===== src/rtl/div_pkg.sv =====
// Shared constants and FSM state type for the sequential 32-bit divider.
package div_pkg;

  localparam int XLEN = 32;
  localparam int DIV_ITER = 32;
  localparam logic [XLEN-1:0] INT_MIN = 32'h8000_0000;

  typedef enum logic [1:0] {
    IDLE = 2'd0,
    CALC = 2'd1,
    FIX  = 2'd2,
    DONE = 2'd3
  } div_state_e;

endpackage


===== src/rtl/sub_32.sv =====
// 32-bit trial subtractor: diff = a - b, c_out = 1 when no borrow occurred.
module sub_32
  import div_pkg::*;
(
  input  logic [XLEN-1:0] a,
  input  logic [XLEN-1:0] b,
  output logic [XLEN-1:0] diff,
  output logic            c_out
);

  // a + ~b + 1; the carry out of the top bit is the inverted borrow
  assign {c_out, diff} = {1'b0, a} + {1'b0, ~b} + {{XLEN{1'b0}}, 1'b1};

endmodule


===== src/rtl/div_seq_32bit.sv =====
// Iterative restoring divider for RV32 DIV/DIVU/REM/REMU.
// One quotient bit per cycle, MSB first, followed by a sign/corner-case fix-up.
// Optional build macro DIV_EARLY_OUT_EN: divide-by-zero, signed overflow and
// |dividend| < |divisor| skip the iteration phase and go straight to fix-up.
module div_seq_32bit
  import div_pkg::*;
(
  input  logic            clk,
  input  logic            rst_n,
  input  logic            start,
  input  logic            is_signed,
  input  logic [XLEN-1:0] dividend,
  input  logic [XLEN-1:0] divisor,
  output logic            busy,
  output logic            done,
  output logic [XLEN-1:0] quotient,
  output logic [XLEN-1:0] remainder,
  output logic            div_by_zero
);

  localparam logic [4:0] LAST_ITER = 5'(DIV_ITER - 1);

  div_state_e state;
  logic [4:0] cnt;

  // Operand copies kept for the corner-case checks in FIX
  logic [XLEN-1:0] dividend_q;
  logic [XLEN-1:0] divisor_q;
  logic            signed_q;
  logic            sign_q;
  logic            sign_r;

  // Iteration datapath: dq shifts dividend bits out and quotient bits in.
  // The partial remainder never exceeds the divisor magnitude after an
  // iteration, so only its low 32 bits are stored; r_shift carries bit 32.
  logic [XLEN-1:0] dq;
  logic [XLEN-1:0] dvs;
  logic [XLEN-1:0] r;
  logic [XLEN:0]   r_shift;
  logic [XLEN-1:0] diff;
  logic            no_borrow;
  logic            accept;

  logic [XLEN-1:0] abs_dividend;
  logic [XLEN-1:0] abs_divisor;
  logic            take;
  logic            early;

  function automatic logic [XLEN-1:0] neg(input logic [XLEN-1:0] x);
    return ~x + {{(XLEN-1){1'b0}}, 1'b1};
  endfunction

  // |x| only when operating signed and x is negative; |-2^31| wraps to 2^31
  function automatic logic [XLEN-1:0] mag(input logic [XLEN-1:0] x, input logic sgn);
    return (sgn && x[XLEN-1]) ? neg(x) : x;
  endfunction

  assign take         = start && ((state == IDLE) || (state == DONE));
  assign abs_dividend = mag(dividend, is_signed);
  assign abs_divisor  = mag(divisor, is_signed);

  assign r_shift = {r, dq[XLEN-1]};

  sub_32 u_sub (
    .a     (r_shift[XLEN-1:0]),
    .b     (dvs),
    .diff  (diff),
    .c_out (no_borrow)
  );

  // A set bit 32 means the shifted remainder already exceeds any 32-bit divisor
  assign accept = r_shift[XLEN] | no_borrow;

`ifdef DIV_EARLY_OUT_EN
  assign early = (divisor == '0) ||
                 (is_signed && (dividend == INT_MIN) && (divisor == '1)) ||
                 (abs_dividend < abs_divisor);
`else
  assign early = 1'b0;
`endif

  // Operand capture on an accepted start, then one restoring step per CALC cycle
  always_ff @(posedge clk) begin
    if (take) begin
      dividend_q <= dividend;
      divisor_q  <= divisor;
      signed_q   <= is_signed;
      dvs        <= abs_divisor;
      sign_q     <= is_signed & (dividend[XLEN-1] ^ divisor[XLEN-1]);
      sign_r     <= is_signed & dividend[XLEN-1];
      if (early) begin
        dq <= '0;
        r  <= abs_dividend;
      end else begin
        dq <= abs_dividend;
        r  <= '0;
      end
    end else if (state == CALC) begin
      r  <= accept ? diff : r_shift[XLEN-1:0];
      dq <= {dq[XLEN-2:0], accept};
    end
  end

  // Control FSM with registered status and result outputs
  always_ff @(posedge clk) begin
    if (!rst_n) begin
      state       <= IDLE;
      cnt         <= '0;
      busy        <= 1'b0;
      done        <= 1'b0;
      quotient    <= '0;
      remainder   <= '0;
      div_by_zero <= 1'b0;
    end else begin
      done <= 1'b0;
      case (state)
        IDLE, DONE: begin
          if (take) begin
            busy  <= 1'b1;
            cnt   <= '0;
            state <= early ? FIX : CALC;
          end else begin
            state <= IDLE;
          end
        end
        CALC: begin
          cnt <= cnt + 5'd1;
          if (cnt == LAST_ITER) state <= FIX;
        end
        FIX: begin
          state <= DONE;
          busy  <= 1'b0;
          done  <= 1'b1;
          if (divisor_q == '0) begin
            quotient    <= '1;
            remainder   <= dividend_q;
            div_by_zero <= 1'b1;
          end else if (signed_q && (dividend_q == INT_MIN) && (divisor_q == '1)) begin
            quotient    <= INT_MIN;
            remainder   <= '0;
            div_by_zero <= 1'b0;
          end else begin
            quotient    <= sign_q ? neg(dq) : dq;
            remainder   <= sign_r ? neg(r) : r;
            div_by_zero <= 1'b0;
          end
        end
        default: state <= IDLE;
      endcase
    end
  end

endmodule


===== config.mk =====
export PLATFORM = sky130hd
export DESIGN_NAME = div_seq_32bit
export DESIGN_NICKNAME = d
export VERILOG_FILES = /design/src/rtl/div_pkg.sv /design/src/rtl/sub_32.sv /design/src/rtl/div_seq_32bit.sv
export SDC_FILE = /design/constraint.sdc
export NUM_CORES = 1
export LEC_CHECK = 0
export ABC_AREA = 1
export BUFFER_PORTS_ARGS = -buffer_cell sky130_fd_sc_hd__buf_4
export CAP_MARGIN = 20
export CORE_ASPECT_RATIO = 1.75
export CORE_MARGIN = 2
export CORE_UTILIZATION = 50
export DETAILED_ROUTE_END_ITERATION = 12
export PLACE_DENSITY = 0.72
export SLEW_MARGIN = 0
export SYNTH_ARGS = -nofsm -noshare
export SYNTH_HDL_FRONTEND = slang
export SYNTH_SLANG_ARGS = --single-unit

===== constraint.sdc =====
create_clock -name clk -period 4.4 [get_ports clk]
set_clock_uncertainty 0.15 [all_clocks]
set_input_delay 0.22 -clock clk [delete_from_list [all_inputs] [get_ports clk]]
set_output_delay 0.22 -clock clk [all_outputs]
set_load 0.005 [all_outputs]

# After elaboration in Yosys (flattened, before gate mapping)
# Index checks and enable logic that the tools add are counted.
[op_classes]
mux = 20
n_addsub = 7
n_reduce_logical = 14
bitwise_logic = 9
n_eq_ne = 8
[ops]
columns = ["operator", "count"]
rows = [
  ["$mux 32", 11],
  ["$not 32->32", 5],
  ["$add 32x1->32 const B", 4],
  ["$eq 32x32->1 const B", 2],
  ["$add 32x32->33", 1],
  ["$add 33x1->33 const B", 1],
  ["$logic_not 32->1", 1],
  ["$pmux 5 s2", 1],
  ["$pmux 2 s3", 1],
  ["$reduce_bool 2->1", 3],
  ["$add 5x1->5 const B", 1],
  ["$eq 5x5->1 const B", 1],
  ["$logic_and 1x1->1", 5],
  ["$mux 5", 1],
  ["$eq 2x2->1 const B", 2],
  ["$mux 1", 4],
  ["$reduce_and 2->1", 2],
  ["$and 1x1->1", 2],
  ["$eq 2x1->1 const B", 1],
  ["$logic_not 2->1", 1],
  ["$mux 2", 1],
  ["$ne 2x1->1 const B", 1],
  ["$ne 2x2->1 const B", 1],
  ["$pmux 1 s2", 1],
  ["4 further kinds", 4],
]
[word_totals]
elab_cells = 73
output_inout_bits = 67
input_bits = 68
regBits = 237

# Logic depth before layout (Yosys ltp)
[logic_depth]
word_depth = 6
ltp_mapped = 17
mapped_depth_nobuf = 16

# By module
# From an unflattened synthesis, not the netlist that was laid out.
[hier_totals]
hier_cells = 2133
hier_area_um2 = 15150.8
[by_module_without_submodules]
columns = ["module", "n_inst", "cells_each", "area_per_inst_um2"]
rows = [
  ["div_seq_32bit", 1, 1587, 12569.6],
  ["sub_32", 1, 546, 2581.2],
]

# Least setup slack after synthesis
# No wires, ideal clock.
[synth_path]
path_type = "flip-flop to flip-flop"
startpoint = "reg state[0]"
endpoint = "reg dq[28] (data pin)"
arrival_time_ns = 4.283
setup_time_ns = 0.151
path_buffers = 1
synth_period_minus_slack_ns = 4.584
setup_slack_ns = -0.184
t_required_ns = 4.099
stages_incl_launch_ff = 8
path_cell_list = "dfxtp_1 inv_1 ha_1 nand2_1 inv_2 clkbuf_1 o21ai_0 nand2_1"
[synth_via]
elab_chain_len = 4
[synth_rtl]
columns = ["element", "line_no", "source"]
rows = [
  ["start, declared", "div_seq_32bit.sv:23", "div_state_e state;"],
  ["start signal, assigned", "div_seq_32bit.sv:121", "state <= early ? FIX : CALC;"],
  ["$eq 2x2->1 / $logic_not 2->1 (equally long branches)", "div_seq_32bit.sv:58", "assign take = start && ((state == IDLE) || (state == DONE));"],
  ["$logic_or 1x1->1 *", "div_seq_32bit.sv:58", ""],
  ["$logic_and 1x1->1 *", "div_seq_32bit.sv:58", ""],
  ["net take", "div_seq_32bit.sv:46", "logic take;"],
  ["$mux 32 *", "div_seq_32bit.sv:84", "if (take) begin"],
  ["end signal, assigned", "div_seq_32bit.sv:95", "dq <= abs_dividend;"],
  ["end signal, assigned", "div_seq_32bit.sv:100", "dq <= {dq[XLEN-2:0], accept};"],
  ["end, declared", "div_seq_32bit.sv:36", "logic [XLEN-1:0] dq;"],
]
# Mark *: on every way through the listed nets, which the timed path passes. The rest lies on a longest branch.
# A chain may end at the register's enable or synchronous reset.

==> results.md <==
- Die area: 32200 sq um
- Rows: 84
- Switch Pwr: ~3500 uW
- Drt first-iter violations: slightly above 1000
- Synth Register Bits: roughly 240
- Leakage: 0.00865 uW
- DR WL/cell: ~18 um
- Synthesized Nets: approximately 2300
- Asr flop ratio synth: 0
- Critical Path Fanout Max: 33
- Leading register cell type out of synthesis: edfxtp_1
- Initial Utilization: 0.509
- Crit. End Element: flop
- RSZ-0062 raised after global routing: false
- Worst Setup EP: r[27]
- Final Worst Setup Slack: 1.31 ns
- Gpl congestion: 1.08
- Post-synth EDFFs: 130
- Core area: 30200 sq um
- Worst r2r src: divisor_q[0]
- Final wirelength: 51500 um
- Post-route ant nets: 0
- Net Sw Frac: 0.392
- Reg-to-reg slack, setup: 1.31 ns
- Layout overhead on the synthesized area: 18.5%
- Pre-CTS WS: 1.37 ns
- Post-Synthesis Cells: 2216
- Unique masters post-synth: 51
- # diodes: 0
- Worst Setup SP: divisor_q[0]
- Clock input transition at the sequential cells of the worst setup and hold paths: 0.06 ns
- I/O pins: roughly 140
- First-pass GRT wire length: roughly 80000 um
- Initial antenna violation count: 0
- Top cells by count, synth: nand2_1 (676), inv_1 (322), nand3_1 (208)
- WS Path Type: flop to flop
- Layout cells sized above 1: 0.0961
- Final Hold Fails: 0
- Overall routing resource usage: 0.320
- Yosys Warn Count: 0
- Final instance area: 18200 sq um
- Number of global-route vias before repair: 15100
- Worst-Skew Late Latency: 0.56 ns
- Fin cells: about 2800
- Number of instances in the placed design: 2690
- Placed cell area: about 17000 sq um
- Power density of the placed cells: between 400 and 500 nW/um^2
- Via density: around 5.4
- Count leader, synth: nand2_1
- CTS buffer count: 24
- Setup_tns: 0 ns
- Post-synthesis sequential area ratio: 0.393
- Routed via count: roughly 15000
- Area leader, netlist: edfxtp_1
- Gate power share: 0.360
- Nets: 2505
- Hpwl dp: approximately 40000 um
- Slew @ Worst Pin: 1.22 ns
- Syn_area_per_cell: 6.93 sq um
- Synthesized area: 15300 sq um
- CP required: 4.68 ns
- Pin count of the biggest net entering global routing: 132
- Hold slack final: around 0.18 ns
- Clock share of power: 0.249
- Clock Sink Count: 236
- Clk Tree Root Cell: clkbuf_16
- Worst slew margin: 0.177
- Post-CTS setup buffer count: 0
- IO Port Bufs: 134
- DRT Pass-1 Iters: 5
- Maximum achievable frequency: 324 MHz
- Fin crit share: 0.702
- Residual DRC: 0
- Flop pwr share: 0.391
- Overall die height: 236 um
- CP arrival: 3.37 ns
- TritonCTS clock tree: built
- Final Critical Period: 3.09 ns
- VDD IR max: 0.476 mV
- H-tree depth: 1
- R2R depth: 14
- Pint: 5400 uW
- Clock Tree Buf Depth: 3
- Status: finished, final reports clean
- Die X: 136 um
- Post-synth top area share: 0.254
- Final Max Tran Viols: 0
- Max-cap violations: 0
- Startpoint types: flop
- Setup Viol. Count Final: 0
- Remaining Overflow, GRT: 0
- Hold Crit Class: input port to flop
- Reg-to-reg endpoint: r[27]
- Synth top area cells: edfxtp_1 (25%), nand2_1 (17%), dfxtp_1 (14%), inv_1 (7.9%), nand3_1 (6.8%)
[sequential cells by signal, summed over array words and instances, names as in the netlist]
register     count
dividend_q      32
divisor_q       32
dq              32
quotient        32
r               32
remainder       32
dvs             31
cnt              5
state            2
busy             1
div_by_zero      1
done             1
sign_q           1
sign_r           1
signed_q         1
[per-layer routing]
layer / GRT usage / vias up / wire length [um]
met5: 0 / - / 0
met4: 0.290 / 0 / 5410
met3: 0.0385 / 183 / 2270
met2: 0.570 / 489 / 26300
met1: 0.315 / 6890 / 17500
li1: - / 7484 / -
[cells in the final DEF (no fill, tap or decap), types with 40 or more instances in the layout]
cell / n
nand3_1: 208
buf_4: 145
dlygate4sd3_1: 66
edfxtp_1: 130
ha_1: 40
nand2_1: 676
xor2_1: 65
dfxtp_1: 106
a21oi_1: 101
nor2_1: 198
o21ai_0: 95
inv_1: 322
[stage by stage]
step | total power, uW | utilization
2_1_floorplan | 5480 | -
3_3_place_gp | 6560 | 0.553
3_5_place_dp | 6590 | 0.553
4_1_cts | 8860 | 0.602
5_1_grt | 9380 | 0.603
6_report | 8890 | 0.603
[cell families after synthesis]
logic type | after synthesis | share of synthesized area
flops | 236 | 0.393
compound gates | 247 | 0.0860
xor+xnor | 92 | 0.0525
simple gates | 1205 | 0.335
fa+ha+maj | 41 | 0.0339
buf+inv | 395 | 0.100
[worst max-delay path, stage by stage (launching register included)]
cell,delay [ns]
edfxtp_1,0.44
ha_1,0.26
fa_1,0.42
inv_1,0.10
nand3_1,0.08
nand2_2,0.13
nand2_2,0.06
nand2_2,0.10
nand2_2,0.07
nand2_4,0.08
nand3_4,0.31
nand2_4,0.46
nand3_1,0.16
nand2_1,0.09
nand2_1,0.04
[how the worst min path moves through the flow]
stage	startpoint	to	slack [ns]	cells past startpoint
after floorplan	dividend[0]	dividend_q[0]	0.17	0
after global placement	divisor[23]	divisor_q[23]	0.27	1
after detailed placement	dividend[30]	dividend_q[30]	0.27	1
after CTS	start	dq[0]	0.17	4
after global routing	start	dq[0]	0.21	4
final	start	dq[0]	0.18	4
[area by class of cell]
type / instances / area, sq um
Fill cell: 2805 / 12000
Sequential cell: 236 / 6030
Clock inverter: 12 / 174
Multi-Input combinational cell: 1585 / 7780
Clock buffer: 32 / 662
Timing Repair Buffer: 213 / 1800
Inverter: 336 / 1260
Tap cell: 387 / 484
[power by group through the flow]
stage                     Sequential, uW  Combinational (uW)  Clock (uW)
final                               3480                3210        2210
after global routing                3530                3540        2310
after CTS                           3460                3170        2230
after detailed placement            3490                3100           0
after global placement              3490                3060           0
after floorplan                     3390                2090           0
[what timing repair did]
action                    in CTS  in global routing
gates resized for setup        0                  0
hold buffers                  66                  0
hold endpoints to repair     141                  0
(Power assumes the default switching activity.)
